--- config.mk ---
export PLATFORM = sky130hd
export DESIGN_NAME = div_main
export DESIGN_NICKNAME = d
export VERILOG_FILES = /design/src/rtl/div_pkg.sv /design/src/rtl/div_step.sv /design/src/rtl/div_main.sv
export SDC_FILE = /design/constraint.sdc
export NUM_CORES = 1
export LEC_CHECK = 0
export CELL_PAD_IN_SITES_DETAIL_PLACEMENT = 0
export CELL_PAD_IN_SITES_GLOBAL_PLACEMENT = 1
export CORE_ASPECT_RATIO = 1.4
export CORE_MARGIN = 10
export CORE_UTILIZATION = 35
export CTS_CLUSTER_SIZE = 25
export DETAILED_ROUTE_END_ITERATION = 7
export MAX_ROUTING_LAYER = met4
export PLACE_DENSITY_LB_ADDON = 0.1
export RECOVER_POWER = 50
export SYNTH_ARGS = -nofsm -noshare
export SYNTH_HDL_FRONTEND = slang
export SYNTH_SLANG_ARGS = --single-unit
--- constraint.sdc ---
create_clock -name clk -period 4.5 [get_ports clk]
set_clock_uncertainty 0.05 [all_clocks]
set_input_delay 0.45 -clock clk [delete_from_list [all_inputs] [get_ports clk]]
set_output_delay 0.45 -clock clk [all_outputs]
set_load 0.1 [all_outputs]
--- src/rtl/div_pkg.sv ---
// Shared types and defaults for the restoring divider.
package div_pkg;

    localparam int WL_DEF = 9;

    typedef enum logic [1:0] {
        IDLE = 2'd0,
        CALC = 2'd1,
        DONE = 2'd2
    } state_t;

endpackage

--- src/rtl/div_step.sv ---
// One restoring division step: shift in a dividend bit, subtract if it fits.
module div_step #(
    parameter int WL = 9
) (
    input  logic [WL-1:0] r,
    input  logic          bit_in,
    input  logic [WL-1:0] divisor,
    output logic [WL-1:0] r_next,
    output logic          q_bit
);

    logic          borrow;
    logic [WL:0]   diff;

    always_comb begin
        {borrow, diff} = {1'b0, r, bit_in} - {2'b00, divisor};
        // r < divisor holds, so a fitting difference never reaches bit WL
        q_bit  = ~(borrow | diff[WL]);
        r_next = q_bit ? diff[WL-1:0] : {r[WL-2:0], bit_in};
    end

endmodule

--- src/rtl/div_main.sv ---
// Sequential restoring divider: 2*WL-bit dividend by WL-bit divisor,
// one quotient bit per cycle, early exit on overflow or divide-by-zero.
module div_main
    import div_pkg::*;
#(
    parameter int WL = WL_DEF
) (
    input  logic            clk,
    input  logic            rst_n,
    input  logic            start,
    input  logic [2*WL-1:0] dividend,
    input  logic [WL-1:0]   divisor,
    output logic            busy,
    output logic            done,
    output logic [WL-1:0]   quotient,
    output logic [WL-1:0]   remainder,
    output logic            overflow
);

    localparam int CW = $clog2(WL) + 1;

    state_t        state;
    state_t        state_nx;
    logic [WL-1:0] dvsr;
    logic [WL-1:0] shreg;
    logic [WL-1:0] r;
    logic [CW-1:0] cnt;
    logic [WL-1:0] r_nx;
    logic          q_bit;
    logic          ovf_chk;
    logic          last;
    logic          accept;

    div_step #(.WL(WL)) u_step (
        .r       (r),
        .bit_in  (shreg[WL-1]),
        .divisor (dvsr),
        .r_next  (r_nx),
        .q_bit   (q_bit)
    );

    always_comb begin
        ovf_chk  = (divisor == '0) || (dividend[2*WL-1:WL] >= divisor);
        last     = (cnt == CW'(WL - 1));
        accept   = (state == IDLE) && start;
        state_nx = state;
        unique case (state)
            IDLE: if (start) state_nx = ovf_chk ? DONE : CALC;
            CALC: if (last)  state_nx = DONE;
            DONE: state_nx = IDLE;
            default: state_nx = IDLE;
        endcase
    end

    always_ff @(posedge clk or negedge rst_n) begin
        if (!rst_n) state <= IDLE;
        else        state <= state_nx;
    end

    // shreg feeds dividend bits out the top and collects quotient bits at the bottom
    always_ff @(posedge clk or negedge rst_n) begin
        if (!rst_n) begin
            dvsr      <= '0;
            shreg     <= '0;
            r         <= '0;
            cnt       <= '0;
            quotient  <= '0;
            remainder <= '0;
            overflow  <= 1'b0;
        end else if (accept) begin
            dvsr     <= divisor;
            shreg    <= dividend[WL-1:0];
            overflow <= ovf_chk;
            cnt      <= '0;
            if (ovf_chk) begin
                quotient  <= '1;
                remainder <= '0;
                r         <= '0;
            end else begin
                r <= dividend[2*WL-1:WL];
            end
        end else if (state == CALC) begin
            r     <= r_nx;
            shreg <= {shreg[WL-2:0], q_bit};
            cnt   <= cnt + 1'b1;
            if (last) begin
                quotient  <= {shreg[WL-2:0], q_bit};
                remainder <= r_nx;
            end
        end
    end

    assign busy = (state != IDLE);
    assign done = (state == DONE);

endmodule

==> results_dict.tcl, run 1 <==
set metrics [dict create \
    status "finished with violations" \
    cts_buffer_depth 2 \
    final_cell_mix "61 x nand2_1, 53 x dfrtp_1, 49 x clkdlybuf4s50_1" \
    r2r-start "state[0]" \
    core_sq_um 8300 \
    first_iter_violations 53 \
    r2r-end "quotient[8]" \
    row_count 39 \
    cts-root-buf "clkbuf_16" \
    netlist_area_sq_um 3010 \
    vias_per_cell 5.23 \
    fin_cells 476 \
    insertion_delay_ps 290 \
    gr-total-overflow 0 \
    cp_cell_sequence "clkdlybuf4s50_1 -> and2_0 -> clkbuf_1 -> nand3_1 -> a31oi_1 -> a21o_1 -> inv_2 -> o22a_1" \
    synthFlopType "dfrtp_1" \
    drv_cap 1 \
    drc_errors 0 \
    worst_path_largest_cell_delay_ps 870 \
    finish.utilization_pct 45.1 \
    slew_headroom_pct -91.7 \
    synth_edf_count 0 \
    synth.avg_cell_area_sq_um 9.19 \
    nNetsFinal 425 \
    rrSetupSlack_ps 1380 \
    tritoncts "built" \
    max_freq_ghz 0.318 \
    path_class "in -> reg" \
    start_util_pct 36.2 \
    rsz0062_at_grt "no" \
    finalSetupTns_ps 0 \
    ir_drop_uv 427 \
    clk_pin_slew_worst_paths_ps 70 \
    cp_slowest_cell "clkbuf_1" \
    min_delay_path_depth 1 \
    die-area_sq_um 12800 \
    setup_ws_ps 1350 \
    postCtsSetupBuffers 0 \
    ys_ff_latch 53 \
    grt_pass1_vias 2690 \
    tightest_slew_ps 2880 \
    final_common_cell "nand2_1" \
    end_kind "flip-flop" \
    violations "max-capacitance violations, max-slew violations" \
    timing.final.hold_violations 0 \
    hold-worst-slack_ps 433 \
    numPortBuffers 50 \
    drv_slew 54 \
    setup_viol 0 \
    multiInputGateArea_sq_um 1500 \
    antenna_found_initial 0 \
    grt.total_usage_pct 13.1 \
    drive_above_1_share_pct 6.95 \
    area_growth_pct 24.5 \
    synthCells 327 \
    ys_warn_count 0 \
    grt_pass1_wl_mm 13.3 \
    worstHoldStart "cnt[4]" \
    finalCriticalPeriod_ps 3150 \
    die_y_microns 130 \
    yosysUniqueCellTypes 45 \
    wl_per_cell_microns 16.7 \
    path_max_fanout 25 \
    dp_cells 469 \
    holdCritPathClass "reg -> reg" \
    grt_max_degree 54 \
    hpwl_mm 6.01 \
    period_share_pct 70.0 \
    routabilityCongestion 0.810 \
    holdPathEnd "cnt[4]" \
    cts_resized 0 \
    n_fill_cell 856 \
    dr_total_vias 2488 \
    cp.arrival_ps 3280 \
    seqCellArea_sq_um 1330 \
    critPathLaunchType "input pin" \
    ys_async_sr_fraction_pct 100 \
    hold_buffers 0 \
    numCtsBuffers 5 \
    die_x_microns 98.3 \
    rr_worst_depth 8 \
    postRouteAntennaNets 0 \
    place_ws_ps 1410 \
    p_leak_nw 1.65 \
    io_pins 51 \
    first_pass_iters 4 \
    totalWireLength_mm 7.97 \
    crit_required_ps 4630 \
    ys_seq_area_share_pct 44.1 \
    cts.sinks 53 \
    syn_nets 378 \
    n_antenna_cell 0 \
    power.density_nw_per_um2 883 \
    cts.htree.levels 2 \
]
## worst max-delay path by stage
stage	endpoint	cells after the start	start
global route	remainder[6]	2	rst_n
detailed placement	quotient[8]	10	divisor[2]
CTS	r[3]	11	shreg[8]
finish	quotient[8]	8	start
floorplan	r[6]	12	shreg[8]
global placement	quotient[1]	10	dividend[9]
## cell usage after synthesis (2+ instances only)
cell type | count | area share (%)
o21bai_1 | 2 | 0.50
nand3_1 | 8 | 1.3
nor2_1 | 22 | 2.7
mux2i_1 | 4 | 1.3
o21ai_0 | 17 | 2.8
nand2b_1 | 2 | 0.42
nor3_1 | 2 | 0.33
o21ai_1 | 7 | 1.2
xnor2_1 | 4 | 1.2
a41oi_1 | 3 | 0.87
a21oi_1 | 11 | 1.8
o22a_1 | 8 | 2.3
mux2_2 | 2 | 0.75
o31ai_1 | 3 | 0.75
mux2_4 | 2 | 1.0
inv_1 | 26 | 3.2
a21o_1 | 6 | 1.5
clkbuf_1 | 11 | 1.4
and2_1 | 2 | 0.42
a31oi_1 | 14 | 2.9
ha_1 | 20 | 8.3
nor2b_1 | 3 | 0.62
a31oi_2 | 3 | 1.2
nand2_1 | 61 | 7.6
o21a_1 | 4 | 1.0
nand4_1 | 7 | 1.5
dfrtp_1 | 53 | 44
buf_2 | 3 | 0.50
## through the flow
stage / power [mW] / area, sq um
floorplan: 2.47 / 3010
global placement: 2.88 / 3590
detailed placement: 2.90 / 3590
CTS: 3.34 / 3750
global route: 3.57 / 3740
finish: 3.31 / 3740
## report_power, final
group	leakage (nW)	switching [mW]	internal (mW)
Clock	0.0797	0.174	0.259
Combinational	0.950	1.31	0.756
Sequential	0.616	0.135	0.671
Total	1.65	1.62	1.69
## layer usage
metal / global-route usage [%] / part of all wire (%) / vias up / wire [microns]
li1: - / - / 1232 / -
met1: 14.7 / 45 / 1185 / 3600
met3: 2.66 / 3.5 / 10 / 282
met4: 4.31 / 1.6 / 0 / 125
met2: 22.7 / 50 / 61 / 3960
met5: - / 0 / - / 0
## layout make-up
type | instances | share of cell area [%]
sequential | 53 | 35.4
timing repair buffer | 55 | 14.0
tap | 102 | 3.41
clock inverter | 2 | 0.936
inverter | 27 | 2.71
multi-input combinational | 232 | 40.1
clock buffer | 5 | 3.34
## cells by family after synthesis
kind of cell    count (synthesis)  synth area share [%]
buf+inv                        42                  5.91
compound gates                 87                  20.3
fa+ha+maj                      21                  8.99
xor+xnor                        5                  1.46
simple gates                  111                  16.1
mux                             8                  3.08
flops                          53                  44.1
## sequential cells by signal, indices dropped and copies added (netlist names)
register,count
dvsr,9
quotient,9
r,9
remainder,9
shreg,9
cnt,5
state,2
overflow,1
## worst max-delay path, delay by kind of cell
family	cells	cell delay, ps
AOI/OAI and AO/OA	3	990
buffers and inverters	3	1550
and+or+nand+nor	2	280
No activity file was read; power rests on OpenSTA's default activity.
==> inputs of run 2 (changes only) <==
==> constraint.sdc (replaced) <==
create_clock -name clk -period 2.9 [get_ports clk]
set_clock_uncertainty 0.05 [all_clocks]
set_input_delay 0.29 -clock clk [delete_from_list [all_inputs] [get_ports clk]]
set_output_delay 0.29 -clock clk [all_outputs]
set_load 0.1 [all_outputs]
==> run 2 against run 1 <==
  * The flow still finishes with violations (max-capacitance violations, max-slew violations)
  * Power increased by 58%
  * Sequential cell count is the same
  * Sequential share of layout area increased by 0.11 points
==> results_dict.tcl, run 2 (same netlist as run 1, synthesis figures left out) <==
set metrics [dict create \
    status "finished with violations" \
    violations "max-capacitance violations, max-slew violations" \
    numCtsBuffers 5 \
    drv_cap 1 \
    finalCriticalPeriod_ps 2660 \
    grt_pass1_vias 2630 \
    timing.final.hold_violations 0 \
    grt_util_met3_pct 2.34 \
    drv_slew 32 \
    rrSetupSlack_ps 240 \
    end_kind "flip-flop" \
    final_cell_mix "61 x nand2_1, 53 x dfrtp_1, 28 x clkdlybuf4s50_1" \
    n_fill_cell 868 \
    grt.total_usage_pct 13.2 \
    drc_errors 0 \
    p_leak_nw 1.66 \
    cts_buffer_depth 2 \
    first_iter_violations 123 \
    holdCritPathClass "in -> async" \
    grt.busiest_layer "met2" \
    tritoncts "built" \
    core_sq_um 8300 \
    hold_buffers 0 \
    io_pins 51 \
    gr-total-overflow 0 \
    finalSetupTns_ps 0 \
    period_share_pct 91.7 \
    numPortBuffers 50 \
    totalWireLength_mm 8.03 \
    ir_drop_uv 673 \
    die_y_microns 130 \
    dp_cells 477 \
    setup_viol 0 \
    crit_required_ps 3070 \
    first_pass_iters 4 \
    row_count 39 \
    area_growth_pct 24.1 \
    hpwl_mm 6.27 \
    slew_headroom_pct -16.8 \
    rsz0062_at_grt "no" \
    die-area_sq_um 12800 \
    dr_total_vias 2501 \
    path_class "reg -> reg" \
    pwr-share-comb_pct 62.8 \
    clkPwrFrac_pct 13.1 \
    grt_pass1_wl_mm 13.3 \
    grt_max_degree 32 \
    tightest_slew_ps 1750 \
    cts-root-buf "clkbuf_16" \
    critPathLaunchType "flip-flop" \
    cts.sinks 53 \
    n_antenna_cell 0 \
    insertion_delay_ps 300 \
    fin_cells 485 \
    cts.htree.levels 2 \
    use_met2_pct 21.9 \
    p_seq_share_pct 24.0 \
    antenna_found_initial 0 \
    path_max_fanout 12 \
    p_int_mw 2.65 \
    final_common_cell "nand2_1" \
    swShare_pct 49.2 \
    die_x_microns 98.3 \
    max_freq_ghz 0.376 \
    vias_per_cell 5.16 \
    nNetsFinal 433 \
    drive_above_1_share_pct 11.7 \
    wl_per_cell_microns 16.5 \
    power.density_nw_per_um2 1400 \
    use_met1_pct 15.4 \
    clk_pin_slew_worst_paths_ps 70 \
    start_util_pct 36.2 \
    switchingPower_mw 2.56 \
    postRouteAntennaNets 0 \
    cp.arrival_ps 2830 \
    routabilityCongestion 0.844 \
]
[run 2: changes by cell type in the layout (fill, tap and decap cells not counted), sizes merged]
| cell | before | now |
|---|---|---|
| buf | 4 | 22 |
| clkdlybuf4s50 | 49 | 28 |
| clkbuf | 7 | 19 |
[run 2: stage by stage]
stage	hold slack [ps]	utilization, %	power [mW]	cell area, sq um	setup slack [ps]
5_1_grt	473	45.0	5.65	3730	18.7
6_report	395	45.0	5.21	3730	240
3_5_place_dp	335	43.4	4.54	3600	154
3_3_place_gp	332	43.4	4.54	3600	204
2_1_floorplan	-55.6	-	3.83	3010	312
4_1_cts	14.6	45.4	5.24	3770	121
[run 2: power by group through the flow]
stage	Clock [mW]	Combinational, mW	Sequential (mW)
2_1_floorplan	0	2.17	1.66
3_3_place_gp	0	3.27	1.27
3_5_place_dp	0	3.28	1.26
4_1_cts	0.700	3.29	1.25
5_1_grt	0.732	3.62	1.29
6_report	0.685	3.28	1.25
[run 2: worst max-delay path: stages, from the launching register on]
cell and delay, ps:
dfrtp_1 390, inv_1 80, ha_1 160, inv_1 50
fa_1 390, a21o_1 200, a221oi_2 260, o221ai_1 160
o31a_4 170, nand2_8 150, mux2_2 360, a31oi_1 160
[run 2: layer usage]
metal	up-vias	share of wire [%]
met5	-	0
met2	55	49
met4	0	1.7
met3	11	3.6
met1	1196	46
li1	1239	-
[run 2: final timing paths]
path	startpoint	cells past startpoint	to
worst max-delay path	shreg[8]	11	r[4]
worst min-delay path	rst_n	1	quotient[6]
worst max register to register	shreg[8]	11	r[4]
worst min register to register	remainder[5]	2	remainder[5]
max in group asynchronous	rst_n	2	quotient[7]
min in group clk	remainder[5]	2	remainder[5]
[run 2: final cells by class]
| type | instances | area (sq um) | area share (%) |
|---|---|---|---|
| multi-input cells | 232 | 1520 | 40.6 |
| inverters | 27 | 101 | 2.72 |
| repair buffers | 63 | 494 | 13.2 |
| well taps | 102 | 128 | 3.42 |
| clock inverters | 2 | 38.8 | 1.04 |
| flip-flops and latches | 53 | 1330 | 35.5 |
| clock buffers | 6 | 129 | 3.45 |
[run 2: repair_timing]
action,in CTS,in global routing
hold endpoints to repair,0,0
setup buffers,0,0
resized for setup,0,2
setup endpoints to repair,0,3
==> inputs of run 3 (changes only) <==
--- a/config.mk
+++ b/config.mk
@@ -5,6 +5,7 @@
 export SDC_FILE = /design/constraint.sdc
 export NUM_CORES = 1
 export LEC_CHECK = 0
+export CAP_MARGIN = 20
 export CELL_PAD_IN_SITES_DETAIL_PLACEMENT = 0
 export CELL_PAD_IN_SITES_GLOBAL_PLACEMENT = 1
 export CORE_ASPECT_RATIO = 1.4
==> results of run 3 <==
No change in the layout: final DEF, timing and power equal those of run 2.
